### src/rtl/outbox.sv
// outbox: show-ahead output FIFO carrying R to an external consumer.
// Optional occupancy port oCount is built when OUTBOX_COUNT_EN is defined.
module outbox #(
    parameter int DEPTH_LOG2 = 4
) (
    input  logic                  clk,
    input  logic                  rstn,
    input  logic [7:0]            iR,
    input  logic                  wO,
    output logic                  oFull,
    output logic [7:0]            oData,
    output logic                  oValid,
    input  logic                  iReady,
`ifdef OUTBOX_COUNT_EN
    output logic [DEPTH_LOG2:0]   oCount,
`endif
    output logic                  oOvf
);

    localparam int DEPTH = 1 << DEPTH_LOG2;
    localparam logic [DEPTH_LOG2:0] PTR_ONE = 1;

    logic [7:0]            mem [DEPTH];
    logic [DEPTH_LOG2:0]   wp;
    logic [DEPTH_LOG2:0]   rp;
    logic                  ovf;
    logic                  empty;
    logic                  full;
    logic                  push;
    logic                  pop;

    assign empty = (wp == rp);
    assign full  = (wp[DEPTH_LOG2-1:0] == rp[DEPTH_LOG2-1:0])
                && (wp[DEPTH_LOG2] != rp[DEPTH_LOG2]);
    assign push  = wO && !full;
    assign pop   = !empty && iReady;

    always_ff @(posedge clk) begin
        if (!rstn) begin
            wp  <= '0;
            rp  <= '0;
            ovf <= 1'b0;
        end else begin
            if (push)
                wp <= wp + PTR_ONE;
            if (pop)
                rp <= rp + PTR_ONE;
            if (wO && full)
                ovf <= 1'b1;
        end
    end

    // Storage is never cleared; reset makes old entries unreachable.
    always_ff @(posedge clk) begin
        if (rstn && push)
            mem[wp[DEPTH_LOG2-1:0]] <= iR;
    end

    assign oValid = !empty;
    assign oFull  = full;
    assign oOvf   = ovf;
    assign oData  = empty ? 8'h00 : mem[rp[DEPTH_LOG2-1:0]];

`ifdef OUTBOX_COUNT_EN
    assign oCount = wp - rp;
`endif

endmodule

### config.mk
export PLATFORM = sky130hd
export DESIGN_NAME = outbox
export DESIGN_NICKNAME = d
export VERILOG_FILES = /design/src/rtl/outbox.sv
export SDC_FILE = /design/constraint.sdc
export NUM_CORES = 1
export LEC_CHECK = 0
export CORE_MARGIN = 5
export CORE_UTILIZATION = 29
export CTS_BUF_LIST = sky130_fd_sc_hd__clkbuf_16
export DETAILED_ROUTE_END_ITERATION = 8
export PLACE_DENSITY = 0.46
export SETUP_SLACK_MARGIN = 0.15
export SYNTH_ARGS = -nofsm -noshare
export SYNTH_HDL_FRONTEND = slang
export SYNTH_SLANG_ARGS = --single-unit
### constraint.sdc
create_clock -name clk -period 3.7 [get_ports clk]
set_input_delay 0.74 -clock clk [delete_from_list [all_inputs] [get_ports clk]]
set_output_delay 0.74 -clock clk [all_outputs]
set_load 0.02 [all_outputs]
======== Yosys cells after proc, flatten, opt, wreduce, memory -nomap -nowiden ========
Memories as Yosys holds them, arrays and structs flattened. A register that Yosys moved wholly into a read port is not among the register bits.
Cells that the tools add are included.
cells by class
  reduce and logical (&&, ||, !) cells .... 7
  eq/ne operators ......................... 3
  $add $sub $neg .......................... 2
  mux-type cells .......................... 5
operators with widths
  operator                                                       number
  5-bit by 1-bit adder with 5-bit output, second input constant  2
  4-bit two-way mux                                              2
  8-bit two-way mux                                              1
  5-bit equality test                                            1
  1-bit logical AND                                              5
  4-bit equality test                                            1
  1-bit logical NOT                                              2
  1-bit two-way mux                                              2
  1-bit != test                                                  1
storage, ports and cells
  memories ................................ 1
  register bits after elaboration ......... 11
  RAM bits ................................ 128
  input port bits ......................... 12
  output and inout port bits .............. 11
  word-level logic and storage cells ...... 21
memory list
  memory  words  width  read ports  clocked after Yosys merged registers in  write ports  line  text
  mem     16     8      1           1                                        1            23    logic [7:0] mem [DEPTH];

======== Logic depth before layout (Yosys ltp) ========
Gate-level depths: netlist (run 1).
  word-level depth ........................ 7
  gate-level depth with buffers ........... 6
  mapped depth without buffers ............ 4

======== Least setup slack after synthesis (run 1) ========
Ideal clock, no wire load.
  path type ............................... input to register
  start ................................... input port rstn
  end ..................................... memory mem[7][0] (enable)
  library setup time ...................... 0.398 ns
  setup slack ............................. 1.168 ns
  required time ........................... 3.302 ns
  arrival ................................. 2.134 ns
  buffers on the path ..................... 1
  stages .................................. 3
  cell sequence ........................... clkbuf_1 > nand2_1 > nor4b_1
between the ends
  longest elaborated chain between the ends .. 3
ends and longest elaborated chain
  what                                     line  text
  start, declared                          7     input logic rstn,
  1-bit logical AND                        55    if (rstn && push)
  1-bit two-way mux                        55
  1-bit two-way mux (not written as such)  56    mem[wp[DEPTH_LOG2-1:0]] <= iR;
  end, declared                            23
No other way between the ends.

==> results of run 1 <==
[worst max-delay path by stage]
stage / startpoint / endpoint / slack [ps] / cells after the start
2_1_floorplan: rstn / mem[7][0] / 1170 / 3
3_3_place_gp: wp[3] / oData[5] / 330 / 6
3_5_place_dp: wp[3] / oData[5] / 310 / 6
4_1_cts: register / oData[5] / 120 / 6
5_1_grt: register / oData[1] / 150 / 6
6_report: register / oData[4] / 270 / 5
[state kept, by name, summed over array words and instances (netlist names), named ones only]
signal  count
oOvf        1
rp          5
mem       128
wp          5
[metal layers]
metal | up-vias | part of all wire | GRT usage
met5 | - | 0 | 0
met2 | 45 | 0.50 | 0.186
li1 | 1446 | - | -
met4 | 0 | 0.0071 | 0.0360
met3 | 7 | 0.026 | 0.0307
met1 | 1637 | 0.47 | 0.149
[logic make-up (layout without fill, tap and decap cells)]
| logic type | after synthesis | count (layout) | synth area share |
|---|---|---|---|
| DFF | 143 | 143 | 0.705 |
| and+or+nand+nor | 63 | 63 | 0.0562 |
| muxes | 56 | 56 | 0.150 |
| AOI/OAI and AO/OA | 36 | 36 | 0.0441 |
| buffers and inverters | 25 | 89 | 0.0236 |
| xor gates and xnor gates | 6 | 6 | 0.0102 |
| adders and majority gates | 5 | 5 | 0.0106 |
[metrics by stage]
step	hold slack [ps]	std cells	cell area, sq um	worst slack, ps
detailed placement	468	636	6590	309
CTS	500	668	7180	119
global placement	462	636	6590	330
floorplan	490	334	5880	1170
finish	488	668	7200	274
global route	543	668	7200	150
[final cells by class]
type | count | area [sq um]
Clock buffer | 17 | 425
Timing Repair Buffer | 48 | 439
Tap cell | 270 | 338
Fill cell | 1886 | 12900
Multi-Input combinational cell | 166 | 1660
Clock inverter | 15 | 153
Sequential cell | 143 | 4150
Inverter | 9 | 33.8
[cells in the final DEF (no fill, tap or decap), types with 2 or more instances in the layout]
cell	n
sky130_fd_sc_hd__inv_6	4
sky130_fd_sc_hd__clkbuf_16	17
sky130_fd_sc_hd__buf_4	24
sky130_fd_sc_hd__xnor2_1	4
sky130_fd_sc_hd__inv_1	9
sky130_fd_sc_hd__ha_1	5
sky130_fd_sc_hd__dfxtp_1	11
sky130_fd_sc_hd__mux2i_1	24
sky130_fd_sc_hd__nor2_1	3
sky130_fd_sc_hd__a221oi_2	2
sky130_fd_sc_hd__nand2b_1	5
sky130_fd_sc_hd__mux2_2	7
sky130_fd_sc_hd__a21oi_1	9
sky130_fd_sc_hd__a221oi_1	5
sky130_fd_sc_hd__nand4_1	6
sky130_fd_sc_hd__nand2_1	24
sky130_fd_sc_hd__or4_1	2
sky130_fd_sc_hd__nor4_2	4
sky130_fd_sc_hd__edfxtp_1	128
sky130_fd_sc_hd__dfxtp_2	4
sky130_fd_sc_hd__clkdlybuf4s50_1	19
sky130_fd_sc_hd__o211ai_1	6
sky130_fd_sc_hd__nor4b_2	4
sky130_fd_sc_hd__nand3_1	2
sky130_fd_sc_hd__inv_8	4
sky130_fd_sc_hd__nor3_1	8
sky130_fd_sc_hd__mux4_2	25
sky130_fd_sc_hd__clkinvlp_4	5
sky130_fd_sc_hd__o21ai_0	8
sky130_fd_sc_hd__dlymetal6s2s_1	3
[worst max-delay path, stage by stage, from the launching register on]
cell and delay, ps:
sky130_fd_sc_hd__dfxtp_2 540, sky130_fd_sc_hd__buf_12 260, sky130_fd_sc_hd__mux4_2 230, sky130_fd_sc_hd__nand2_1 50, sky130_fd_sc_hd__a311oi_1 450, sky130_fd_sc_hd__clkdlybuf4s50_1 700
[power groups by stage]
stage | Sequential, mW | Clock, mW | Combinational (mW)
2_1_floorplan | 1.82 | 0 | 0.326
3_3_place_gp | 1.84 | 0 | 0.513
3_5_place_dp | 1.84 | 0 | 0.514
4_1_cts | 1.80 | 1.70 | 0.522
5_1_grt | 1.81 | 1.78 | 0.552
6_report | 1.80 | 1.65 | 0.509
[repair_timing]
item	CTS	global route
endpoints found under the setup margin	9	6
gates cloned	0	0
endpoints found under the hold margin	0	0
gates resized for setup	5	6
==> results.md, run 1 <==
- The run finished with clean final reports.
- The initial utilization of the core area, before any placement, comes to 0.292.
- The analysis attributes to cell leakage a power of around 2.2 nW.
- The normalized max-slew margin is 0.363.
- The aggregate global routing overflow is 0.
- The critical path arrival is approximately 2700 ps.
- For the pin with the worst max-slew slack, the measured transition is approximately 950 ps.
- The utilization of the core after routing is 0.358.
- The die area is 0.0232 sq mm.
- Dividing the final minimum period by the clock period gives 0.926.
- The number of global-route vias before repair is approximately 3400.
- After clock tree synthesis, the clock-pin slew on the worst setup and hold paths is around 60 ps.
- The clock root buffer master is sky130_fd_sc_hd__clkbuf_16.
- The final weighted congestion in routability-driven placement is between 0.7 and 0.8.
- The cell area after synthesis is 0.00588 sq mm.
- The capturing element type of the critical path is a primary output.
- By area the synthesized netlist is led by sky130_fd_sc_hd__edfxtp_1 (65%), sky130_fd_sc_hd__mux4_2 (9.6%), sky130_fd_sc_hd__dfxtp_1 (5.1%), sky130_fd_sc_hd__mux2i_1 (4.1%), sky130_fd_sc_hd__nand2_1 (1.5%).
- In the final routed layout, each cell accounts on average for roughly 19 microns.
- The post-layout minimum cycle time is between 3000 and 4000 ps.
- The number of buffers inserted by port buffering is 22.
- Along the worst hold path, the cell count comes to 2.
- For this run, the number of Yosys warnings is 0.
- The layout overhead on the synthesized area is 22.5%.
- Entering global routing, the biggest net connects 28 pins.
- The detailed-route wire length is roughly 13000 microns.
- The CTS tree is done.
- Sorting the synthesized cells by how often they occur yields sky130_fd_sc_hd__edfxtp_1 (128), sky130_fd_sc_hd__mux4_2 (25), sky130_fd_sc_hd__mux2i_1 (24), sky130_fd_sc_hd__nand2_1 (24), sky130_fd_sc_hd__dfxtp_1 (15).
- In the routed layout, each cell is associated on average with a via count of approximately 4.7.
- The part of the Yosys area used for sequential elements is 0.705.
- The highest achievable clock rate is between 200 and 300 MHz.
- The startpoint identified for the worst hold timing path is oOvf.
- Along the worst path, the maximum fanout reaches 27.
- Row generation in the floorplan step produced 52 rows.
- The share of synthesized area in the top cell type comes to 0.654.
- Across the routed clock network, the largest skew measured is roughly 11 ps.
- The switching fraction of total power is 0.255.
- In this run, the number of DRC markers left after iteration 0 of detailed routing was 186.
- The worst IR drop on VDD is roughly 300 uV.
- The total half-perimeter wirelength after legalization and detailed placement is roughly 8300 microns.
- The iteration count of the initial detailed-routing pass is 4.
- The gate count after technology mapping is about 330.
- The capture instance of the worst register-to-register path is mem[10][0].
- The most used flip-flop cell after synthesis is sky130_fd_sc_hd__edfxtp_1.
- The source of the worst register-to-register timing path is wp[3].
- For the worst-skew pair, the clock arrives at the later sink with an insertion delay of roughly 420 ps.
- The overall fraction of global-route tracks in use is 0.114.
- The post-detailed-route count of antenna-violating nets is 0.
- The path with the worst hold slack has its endpoint at oOvf.
- The floorplan step defined a core boundary enclosing about 0.020 sq mm.
- The number of antenna violations at the first check in global routing is 0.
- For this block, the via count after detailed routing is about 3100.
- The clock network fraction of design power is 0.417.
- The post-route DRC violation count is 0.
- Of the cells placed in the final design, the portion with a size suffix greater than 1 is 0.279.
- Dividing total power by cell area gives a power density of around 550 mW/mm^2.
- The net count of the mapped netlist is around 350.
- Counting every sink on the clock net gives ~140.
- The wire length of the first global-routing pass is between 15000 and 20000 microns.
- The logic gate share of total power is 0.129.
- The startpoint kind of the worst setup timing path is a register.
- The count of final max-slew check failures is 0.
- The post-synthesis register bit count is 143.
- The top cell type by total area after synthesis is sky130_fd_sc_hd__edfxtp_1.
- The floorplan step set the die height to roughly 150 microns.
- The critical path is of the reg -> out type.
- The path category of the worst min-delay check is reg -> reg.
- Counting flops with a built-in enable in the synthesized netlist gives about 130.
- The total power is between 3 and 4 mW.
- The distinct cell type count of the synthesized netlist is 36.
- Of the total power, registers draw 0.455.
- After the last flow step, the layout net total stands at roughly 400.
- The worst-case clock buffer depth is 2.
- The clock tree synthesis step divided the H-tree into 4 levels.
- The number of failing hold endpoints at the final stage is 0.
- The number of maximum-capacitance constraint violations is 0.
- The critical path required time is 2960 ps.
- The number of setup buffers added after CTS is 0.
- Setup repair after global routing left no endpoint under its margin.
- Setup violations remaining at the end of the flow were counted as 0.
- In this run the power spent charging and discharging nets is 1.01 mW.
- The number of top-level pins is 23.
- The dominant cell by count in the synthesized netlist is sky130_fd_sc_hd__edfxtp_1.
- The number of buffers inserted during clock tree synthesis is 17.
- For the final routed database, the setup TNS stands at 0 ps.
- The fraction of synthesis flops using an asynchronous set or reset pin is 0.
- The worst register-to-register path has a depth of 5.
- In this run the mean area of a mapped cell was roughly 18 sq um.
- The register-to-register path setup slack is approximately 1300 ps.
- The post-cts hold buffer count is 0.
- The final antenna diode count is 0.
- The internal power of the cells totals 2.95 mW.
- The x dimension of the die is 152 microns.
Power figures use the tool's default switching activity.
==> run 2, diff against run 1 <==
--- a/config.mk
+++ b/config.mk
@@ -5,11 +5,13 @@
 export SDC_FILE = /design/constraint.sdc
 export NUM_CORES = 1
 export LEC_CHECK = 0
+export ABC_CLOCK_PERIOD_IN_PS = 3700
 export CORE_MARGIN = 5
 export CORE_UTILIZATION = 29
-export CTS_BUF_LIST = sky130_fd_sc_hd__clkbuf_16
+export CTS_BUF_LIST = sky130_fd_sc_hd__clkbuf_4 sky130_fd_sc_hd__clkbuf_8 sky130_fd_sc_hd__clkbuf_16
 export DETAILED_ROUTE_END_ITERATION = 8
 export PLACE_DENSITY = 0.46
+export RECOVER_POWER = 25
 export SETUP_SLACK_MARGIN = 0.15
 export SYNTH_ARGS = -nofsm -noshare
 export SYNTH_HDL_FRONTEND = slang
==> results.md, run 2 (same netlist as run 1, synthesis figures left out) <==
- The clock root buffer master is sky130_fd_sc_hd__clkbuf_16.
- The critical path arrival is roughly 2700 ps.
- After the flow finishes, the layout carries non-filler instances totaling around 670.
- The x dimension of the die is between 150 and 200 microns.
- The normalized max-slew margin is 0.363.
- The number of failing hold endpoints at the final stage was 0.
- The H-tree depth is 4.
- The maximum fanout along the worst path is 27.
- The post-route setup TNS is 0 ps.
- The power density over the cells is approximately 550 mW/mm^2.
- The leakage power of the design is between 2 and 2.5 nW.
- For this run the aggregate overflow at the end of global routing stands at 0.
- The worst hold-check slack is about 490 ps.
- Entering global routing, the biggest net connects 28 pins.
- The total length of routed met2 wires is approximately 6300 microns.
- Walking the worst path, the cells encountered are buf_12, mux4_2, nand2_1, a311oi_1, clkdlybuf4s50_1.
- The detail route stage leaves a number of antenna-violating nets equal to 0.
- Across all setup checks in the final design, the least slack found is ~270 ps.
- The highest metal layer with signal wires is met4.
- After clock tree synthesis, the clock-pin slew on the worst setup and hold paths is about 60 ps.
- The critical path required time is 2960 ps.
- On the final layout, the worst clock skew is between 10 and 15 ps.
- The flow ran to the end, and the final reports show no timing, DRC or antenna violations.
- The number of setup buffers added after CTS is 0.
- Compared with the post-synthesis result, the final layout area differs by 22.5%.
- The master of the slowest instance on the critical path is sky130_fd_sc_hd__clkdlybuf4s50_1.
- The utilization of the core after routing is 0.358.
- The final antenna diode count is 0.
- In this run, placement finished with an instance count of approximately 640.
- Dividing the final minimum period by the clock period gives 0.927.
- IR analysis of the VDD net gives a maximum drop of about 300 uV.
- The HPWL after detailed placement is 8350 microns.
- The CTS tree is done.
- The number of antenna violations at the first check in global routing is 0.
- For this run, the total global-route usage over all layers was measured as 0.114.
- The number of flip-flops in the largest register is roughly 130.
- The vertical die dimension is roughly 150 microns.
- After layout, the minimum clock period comes to 3430 ps.
- The final weighted congestion in routability-driven placement is 0.722.
- Before CTS, the worst setup slack after placement is roughly 310 ps.
- In the final layout, the share of cells above drive strength 1 is 0.279.
- The per-cell via count in the routed design is 4.70.
- The capturing element type of the critical path is a primary output.
- The library cell used most frequently in the layout, excluding fill and tap cells, is sky130_fd_sc_hd__edfxtp_1.
- Derived from the worst setup path, the maximum achievable clock frequency is slightly below 300 MHz.
- The filler cell count in the final layout is 1886.
- After detailed routing, the number of remaining DRC violations is 0.
- The number of buffers inserted by port buffering is 22.
- 23 I/O pins were placed.
- Setup violations remaining at the end of the flow were counted as 0.
- Clock latency on the worst-skew pair, taken at its later pin, is 420 ps.
- The number of clock buffers added by TritonCTS is 17.
- The die covers 0.0232 sq mm.
- The post-detailed-route wirelength per cell is ~19 microns.
- The post-cts hold buffer count is 0.
- After routing the design area is a little over 0.007 sq mm.
- The iteration count of the initial detailed-routing pass is 4.
- The count of standard-cell rows is 52.
- The number of maximum-capacitance constraint violations is 0.
- Across all layers, the routed design uses approximately 3100 vias.
- The worst-case clock buffer depth is 2.
- In the final routing, the length of wire on met1 measures slightly below 6000 microns.
- The post-placement cell area is around 0.0066 sq mm.
- The largest stage delay on the critical path is 700 ps.
- The core box area is between 0.02 and 0.025 sq mm.
- The count of final max-slew check failures is 0.
- The detailed-route wire length is approximately 13000 microns.
- The effective utilization at floorplan is 0.292.
- In the detailed route, the total length drawn on met3 is ~300 microns.
- The setup path with the least slack is of type reg -> out.
- For the pin with the worst max-slew slack, the measured transition is 955 ps.
- After layout, the design draws a total of 3.96 mW.
- The number of global-route vias before repair is 3377.
- The path category of the worst min-delay check is reg -> reg.
- The clock sink total is ~140.
- Setup repair after global routing left no endpoint under its margin.
- In the layout the commonest cells are sky130_fd_sc_hd__edfxtp_1 (128), sky130_fd_sc_hd__mux4_2 (25), sky130_fd_sc_hd__mux2i_1 (24), sky130_fd_sc_hd__nand2_1 (24), sky130_fd_sc_hd__buf_4 (24).
- The wire length of the first global-routing pass is between 15000 and 20000 microns.
- In the final design database the tool counted about 400 nets.
- The number of design-rule violations left by the first detailed-router iteration is ~190.
- STA classifies the critical path startpoint as a register.
-- run 2: changes by cell type in the layout (fill, tap and decap cells not counted) --
cell                              change
sky130_fd_sc_hd__dlygate4sd3_1        +5
sky130_fd_sc_hd__clkdlybuf4s50_1      -5
-- run 2: area by class of cell --
type | count | area, sq um | share of cell area
Timing Repair Buffer | 48 | 439 | 0.0610
Sequential cell | 143 | 4150 | 0.576
Inverter | 9 | 33.8 | 0.00469
Clock inverter | 15 | 153 | 0.0212
Clock buffer | 17 | 425 | 0.0591
Tap cell | 270 | 338 | 0.0469
Multi-Input combinational cell | 166 | 1660 | 0.231
-- run 2: power by group --
| part | total (mW) | internal, mW | switching, mW |
|---|---|---|---|
| logic | 0.509 | 0.224 | 0.286 |
| registers | 1.80 | 1.78 | 0.0237 |
| clock network | 1.65 | 0.948 | 0.703 |
-- run 2: timing repair --
action,in CTS,in global routing
endpoints found under the hold margin,0,0
setup endpoints to repair,9,6
resized for setup,5,6
-- run 2: worst max-delay path, delay by kind of cell (launching register included) --
kind,cells,cell delay [ps]
AO/OA/AOI/OAI,1,450
buffers and inverters,2,960
flip-flops,1,550
multiplexers,1,230
AND/OR/NAND/NOR,1,50
-- run 2: path summary, 6_finish.rpt --
check	from	to	slack, ps	cells past startpoint
max reg2reg	wp[3]	mem[10][0]	1260	5
max	register	oData[4]	270	5
min reg2reg	oOvf	oOvf	490	2
min	oOvf	oOvf	490	2
-- run 2: per-layer routing --
metal / global-route usage / vias to the layer above
met3: 0.0307 / 7
met4: 0.0360 / 0
met2: 0.186 / 43
met1: 0.149 / 1641
li1: - / 1446
met5: 0 / -
